`src/rtl/sddt_cmd_issuer.sv`:
```
// Pops 128-bit DDR command words and drives one multi-phase command slot per word, then honours a post-issue wait.
// Optional statistics counters are built when SDDT_CMD_ISSUER_STATS_EN is defined; otherwise stat outputs are tied to 0.
module sddt_cmd_issuer #(
    parameter int NUM_PHASES = 4,
    parameter int BG_WIDTH   = 2,
    parameter int BANK_WIDTH = 2,
    parameter int ROW_WIDTH  = 17,
    parameter int COL_WIDTH  = 10,
    parameter int WAIT_WIDTH = 16
) (
    input  logic                           clk,
    input  logic                           aresetn,
    input  logic                           enable,
    input  logic [127:0]                   s_cmd_tdata,
    input  logic                           s_cmd_tvalid,
    output logic                           s_cmd_tready,
    output logic [NUM_PHASES-1:0]          ddr_act,
    output logic [NUM_PHASES-1:0]          ddr_pre,
    output logic [NUM_PHASES-1:0]          ddr_pall,
    output logic [NUM_PHASES-1:0]          ddr_read,
    output logic [NUM_PHASES-1:0]          ddr_write,
    output logic [NUM_PHASES-1:0]          ddr_ref,
    output logic [NUM_PHASES-1:0]          ddr_zq,
    output logic [NUM_PHASES-1:0]          ddr_ap,
    output logic [NUM_PHASES-1:0]          ddr_half_bl,
    output logic [NUM_PHASES-1:0]          ddr_nop,
    output logic [NUM_PHASES*BG_WIDTH-1:0]   ddr_bg,
    output logic [NUM_PHASES*BANK_WIDTH-1:0] ddr_bank,
    output logic [NUM_PHASES*ROW_WIDTH-1:0]  ddr_row,
    output logic [NUM_PHASES*COL_WIDTH-1:0]  ddr_col,
    output logic                           busy,
    output logic                           err,
    output logic [31:0]                    stat_issued,
    output logic [31:0]                    stat_stall,
    output logic [1:0]                     state_dbg
);

    typedef enum logic [1:0] {IDLE = 2'd0, ISSUE = 2'd1, WAIT = 2'd2} state_t;

    localparam logic [3:0] OP_NOP = 4'd0, OP_ACT = 4'd1, OP_PRE = 4'd2, OP_PALL = 4'd3,
                           OP_RD = 4'd4, OP_WR = 4'd5, OP_REF = 4'd6, OP_ZQ = 4'd7;

    state_t                state_q, state_d;
    logic [3:0]            op_q;
    logic [2:0]            phase_q;
    logic                  ap_q, hbl_q, legal_q, err_q;
    logic [BG_WIDTH-1:0]   bg_q;
    logic [BANK_WIDTH-1:0] bank_q;
    logic [ROW_WIDTH-1:0]  row_q;
    logic [COL_WIDTH-1:0]  col_q;
    logic [WAIT_WIDTH-1:0] wait_q, cnt_q;
    logic                  accept, legal_in, issue_cmd;

    // Handshake: a word transfers on any rising clk where s_cmd_tvalid & s_cmd_tready;
    // tready is combinational, high only in IDLE with enable set and reset released.
    assign s_cmd_tready = (state_q == IDLE) & enable & aresetn;
    assign accept       = s_cmd_tvalid & s_cmd_tready;
    assign legal_in     = ~s_cmd_tdata[3] & ({29'd0, s_cmd_tdata[6:4]} < 32'(NUM_PHASES));
    assign issue_cmd    = (state_q == ISSUE) & legal_q & (op_q != OP_NOP);
    assign busy         = (state_q != IDLE);
    assign err          = err_q;
    assign state_dbg    = state_q;

    always_ff @(posedge clk or negedge aresetn) begin
        if (!aresetn) begin
            state_q <= IDLE;
            op_q    <= '0;
            phase_q <= '0;
            ap_q    <= 1'b0;
            hbl_q   <= 1'b0;
            legal_q <= 1'b0;
            err_q   <= 1'b0;
            bg_q    <= '0;
            bank_q  <= '0;
            row_q   <= '0;
            col_q   <= '0;
            wait_q  <= '0;
            cnt_q   <= '0;
        end else begin
            state_q <= state_d;
            if (accept) begin
                op_q    <= s_cmd_tdata[3:0];
                phase_q <= s_cmd_tdata[6:4];
                ap_q    <= s_cmd_tdata[7];
                hbl_q   <= s_cmd_tdata[8];
                bg_q    <= s_cmd_tdata[16 +: BG_WIDTH];
                bank_q  <= s_cmd_tdata[24 +: BANK_WIDTH];
                row_q   <= s_cmd_tdata[32 +: ROW_WIDTH];
                col_q   <= s_cmd_tdata[56 +: COL_WIDTH];
                wait_q  <= s_cmd_tdata[72 +: WAIT_WIDTH];
                legal_q <= legal_in;
                if (!legal_in) err_q <= 1'b1;
            end
            // Counter holds the remaining WAIT cycles; the last one is cnt_q == 1.
            if (state_q == ISSUE) cnt_q <= wait_q;
            else if (state_q == WAIT) cnt_q <= cnt_q - 1'b1;
        end
    end

    always_comb begin
        state_d = state_q;
        case (state_q)
            IDLE:    if (accept) state_d = ISSUE;
            ISSUE:   state_d = (legal_q && wait_q != '0) ? WAIT : IDLE;
            WAIT:    if (cnt_q == {{(WAIT_WIDTH-1){1'b0}}, 1'b1}) state_d = IDLE;
            default: state_d = IDLE;
        endcase
    end

    always_comb begin
        ddr_act     = '0;
        ddr_pre     = '0;
        ddr_pall    = '0;
        ddr_read    = '0;
        ddr_write   = '0;
        ddr_ref     = '0;
        ddr_zq      = '0;
        ddr_ap      = '0;
        ddr_half_bl = '0;
        ddr_nop     = '1;
        ddr_bg      = '0;
        ddr_bank    = '0;
        ddr_row     = '0;
        ddr_col     = '0;
        for (int p = 0; p < NUM_PHASES; p++) begin
            if (issue_cmd && phase_q == 3'(p)) begin
                ddr_nop[p]     = 1'b0;
                ddr_act[p]     = (op_q == OP_ACT);
                ddr_pre[p]     = (op_q == OP_PRE);
                ddr_pall[p]    = (op_q == OP_PALL);
                ddr_read[p]    = (op_q == OP_RD);
                ddr_write[p]   = (op_q == OP_WR);
                ddr_ref[p]     = (op_q == OP_REF);
                ddr_zq[p]      = (op_q == OP_ZQ);
                ddr_ap[p]      = ap_q & (op_q == OP_RD || op_q == OP_WR || op_q == OP_PRE);
                ddr_half_bl[p] = hbl_q & (op_q == OP_RD || op_q == OP_WR);
                ddr_bg[p*BG_WIDTH +: BG_WIDTH]       = bg_q;
                ddr_bank[p*BANK_WIDTH +: BANK_WIDTH] = bank_q;
                ddr_row[p*ROW_WIDTH +: ROW_WIDTH]    = row_q;
                ddr_col[p*COL_WIDTH +: COL_WIDTH]    = col_q;
            end
        end
    end

`ifdef SDDT_CMD_ISSUER_STATS_EN
    logic [31:0] issued_q, stall_q;

    always_ff @(posedge clk or negedge aresetn) begin
        if (!aresetn) begin
            issued_q <= '0;
            stall_q  <= '0;
        end else begin
            if (issue_cmd && issued_q != 32'hFFFF_FFFF) issued_q <= issued_q + 1'b1;
            if (s_cmd_tvalid && !s_cmd_tready && enable && stall_q != 32'hFFFF_FFFF)
                stall_q <= stall_q + 1'b1;
        end
    end

    assign stat_issued = issued_q;
    assign stat_stall  = stall_q;
`else
    assign stat_issued = 32'd0;
    assign stat_stall  = 32'd0;
`endif

endmodule

```
`config.mk`:
```
export PLATFORM = sky130hd
export DESIGN_NAME = sddt_cmd_issuer
export DESIGN_NICKNAME = d
export VERILOG_FILES = /design/src/rtl/sddt_cmd_issuer.sv
export SDC_FILE = /design/constraint.sdc
export NUM_CORES = 1
export LEC_CHECK = 0
export ABC_AREA = 1
export BUFFER_PORTS_ARGS = -buffer_cell sky130_fd_sc_hd__buf_2
export CAP_MARGIN = 20
export CORE_AREA = 2 2 141 143
export DETAILED_ROUTE_END_ITERATION = 8
export DIE_AREA = 0 0 143 145
export GPL_TIMING_DRIVEN = 0
export PLACE_DENSITY_LB_ADDON = 0.25
export SYNTH_ARGS = -nofsm -noshare
export SYNTH_HDL_FRONTEND = slang
export SYNTH_SLANG_ARGS = --single-unit
```
`constraint.sdc`:
```
create_clock -name clk -period 4.23 [get_ports clk]
set_input_delay 0.846 -clock clk [delete_from_list [all_inputs] [get_ports clk]]
set_output_delay 0.846 -clock clk [all_outputs]
set_load 0.02 [all_outputs]
```
==> impl_metrics.yaml <==
yosys:
  ys_seq_area_frac: 0.382
  syn_area_um2: 4980
  yosys.area.top_type: "dfrtp_1"
  synthTopCellsByArea: "dfrtp_1 (38%), nor2_1 (15%), nand2_1 (11%)"
  syn_inst: 725
  ys_ff_latch: 76
  synth.distinct_cells: 22
  syn_area_per_cell_um2: 6.86
  ys_warn_count: 0
  netlist.area_leader.share: 0.382
die:
  start_util: 0.259
  row_count: 51
  die_y_um: 145
  fp.dieArea_um2: 20700
  ios: 365
  core_region_area_um2: 19200
  die_width_um: 143
routing:
  vias: 5229
  drt-wirelength-per-cell_um: 12.6
  drtIter0Drc: 218
  ant_nets: 0
  wl_um: 16300
  viasPerCell: 4.03
  dr.pass1.iters: 4
  drc: 0
clocking:
  ctsHoldBuffers: 0
  cts_setup_buffers: 0
  root_buffer: "clkbuf_16"
  cts.sinks: 76
  htree_levels: 3
  clk_latency_ns: 0.34
  clkTransAtPathRegs_ns: 0.06
  clockBufferDepth: 2
  cts_tree: "yes"
  cts_buffers: 9
  cts_resized: 0
sta:
  tns_ns: 0
  slew_headroom: 0.659
  slew_viol_final: 0
  setup_slack_ns: 0.890
  worst_slew_pin_slew_ns: 0.512
  clock_skew_ns: 0.00461
  setup_viol: 0
  finalCriticalPeriod_ns: 3.34
  fmax_ghz: 0.299
  rsz0062_at_grt: "no"
  fin_crit_sh: 0.790
  finalHoldViolCount: 0
setup_path:
  crit_family: "simple AND/OR/NAND/NOR gates"
  crit_chain: "inv_1 -> ha_1 -> nand2_1 -> a31oi_4 -> nand4_2 -> buf_6 -> nor2_1 -> buf_2"
  crit_slowest_cell: "dfrtp_1"
  arrival_ns: 2.49
  crit_buf_inv: 3
  worst_ep_required_time_ns: 3.38
  r2r_slack_ns: 2.16
  worstSetupEndpointType: "output port"
  path_max_fanout: 10
  path_class: "reg2out"
  slowest_delay_ns: 0.41
  startpoint_type: "register"
power_and_ir_drop:
  intPower_mw: 2.13
  power.leakage_nw: 4.11
  vdd_drop_max_mv: 0.218
  p_sw_frac: 0.454
  p_clk_frac: 0.203
  power_mw: 3.90
  pwr_density_cell_nw_per_um2: 556
  netSwitchingPower_mw: 1.77
  pwr-share-comb: 0.466
  pwr-share-seq: 0.332
placed_design:
  pre_cts_slack_ns: 1.14
  post_dp_cell_area_um2: 6710
  io_buffers: 228
  dp_hpwl_um: 12800
  place_congestion: 0.856
  dp_cells: 1282
cells_and_area:
  nets: 1166
  final_cell_area_um2: 7010
  final_cell_mix: "buf_2 (231), nor2_1 (198), nand2_1 (152), dfrtp_1 (76), inv_1 (74)"
  final_common_cell: "buf_2"
  nFillCells: 2105
  syn_to_final_growth_pct: 41.0
  layout.cells.non_filler: 1299
  drive_above_1_share: 0.327
run_status:
  status: "complete, no violations"
flow_run:
  drv_cap: 0
global_routing:
  overflow: 0
  grt_pass1_wl_um: 25500
  grt_max_degree: 43
  grt_pass1_vias: 4932
  grt_use_total: 0.156
  antenna_found_initial: 1
min_path:
  hold_class: "reg2reg"
[worst register-to-register path, stage by stage (launching register included)]
cell     delay, ns
dfrtp_1       0.42
inv_1         0.12
ha_1          0.21
inv_1         0.07
nor2_1        0.14
nand2_1       0.11
inv_1         0.23
buf_4         0.24
buf_2         0.28
o21ai_0       0.13
[power groups by stage]
stage	Sequential, mW	Combinational [mW]	Clock (mW)
after floorplan	1.25	1.32	0
after global placement	1.30	1.81	0
after detailed placement	1.30	1.83	0
after CTS	1.29	1.83	0.821
after global routing	1.34	2.07	0.845
final	1.29	1.82	0.791
[path summary, 6_finish.rpt]
kind | end | cells past startpoint | from
max in group asynchronous | ap_q | 2 | aresetn
min in group asynchronous | col_q[5] | 1 | aresetn
worst max-delay path | ddr_col[31] | 8 | state_dbg[1]
worst min-delay path | err | 2 | err
worst max register to register | wait_q[6] | 9 | state_dbg[0]
worst min register to register | err | 2 | err
[layer usage]
layer | GRT usage | wire length, µm | vias up
li1 | - | - | 2691
met1 | 0.189 | 6900 | 2340
met2 | 0.277 | 8350 | 185
met3 | 0.0201 | 721 | 13
met4 | 0.0639 | 351 | 0
met5 | 0 | 0 | -
[logic make-up after synthesis]
kind of cell / count (synthesis) / synth area share
other: 1 / 0.000754
flip-flops: 76 / 0.382
buffers and inverters: 173 / 0.207
AND/OR/NAND/NOR: 385 / 0.306
AO/OA/AOI/OAI: 84 / 0.0890
adder cells (fa/ha/maj): 6 / 0.0151
[flip-flops by register name, indices dropped and copies added (netlist names)]
| register | flops |
|---|---|
| legal_q | 1 |
| op_q | 4 |
| state_dbg | 2 |
| err | 1 |
| ap_q | 1 |
| bank_q | 2 |
| bg_q | 2 |
| phase_q | 3 |
| col_q | 10 |
| wait_q | 16 |
| row_q | 17 |
| hbl_q | 1 |
| cnt_q | 16 |
[through the flow]
stage                      util  hold WS (ns)
final                     0.365         0.463
after global routing      0.365         0.505
after CTS                 0.365         0.469
after detailed placement  0.349         0.453
after global placement    0.348         0.445
after floorplan               -         0.449
[cell usage after synthesis]
cell,instances
o211ai_1,1
clkbuf_1,9
o21ai_0,64
buf_2,4
inv_2,1
a31oi_4,1
nand4_1,1
buf_4,68
o21a_1,1
nand3_1,29
dfrtp_1,76
conb_1,1
clkinv_1,1
nand3b_1,1
ha_1,6
nand2_1,152
o22ai_1,1
nand4_2,4
buf_6,16
nor2_1,198
inv_1,74
a21oi_1,16
[cell type report]
cell class	count	area [µm²]	area share
diodes	1	2.50	0.000357
plain buffers	97	744	0.106
clock buffers	12	256	0.0366
clock inverters	4	47.5	0.00678
inverters	76	285	0.0407
multi-input cells	539	2280	0.325
flip-flops and latches	76	1900	0.271
well taps	265	332	0.0473
repair buffers	229	1160	0.166
Note: power is estimated with default switching activity, not from simulation.
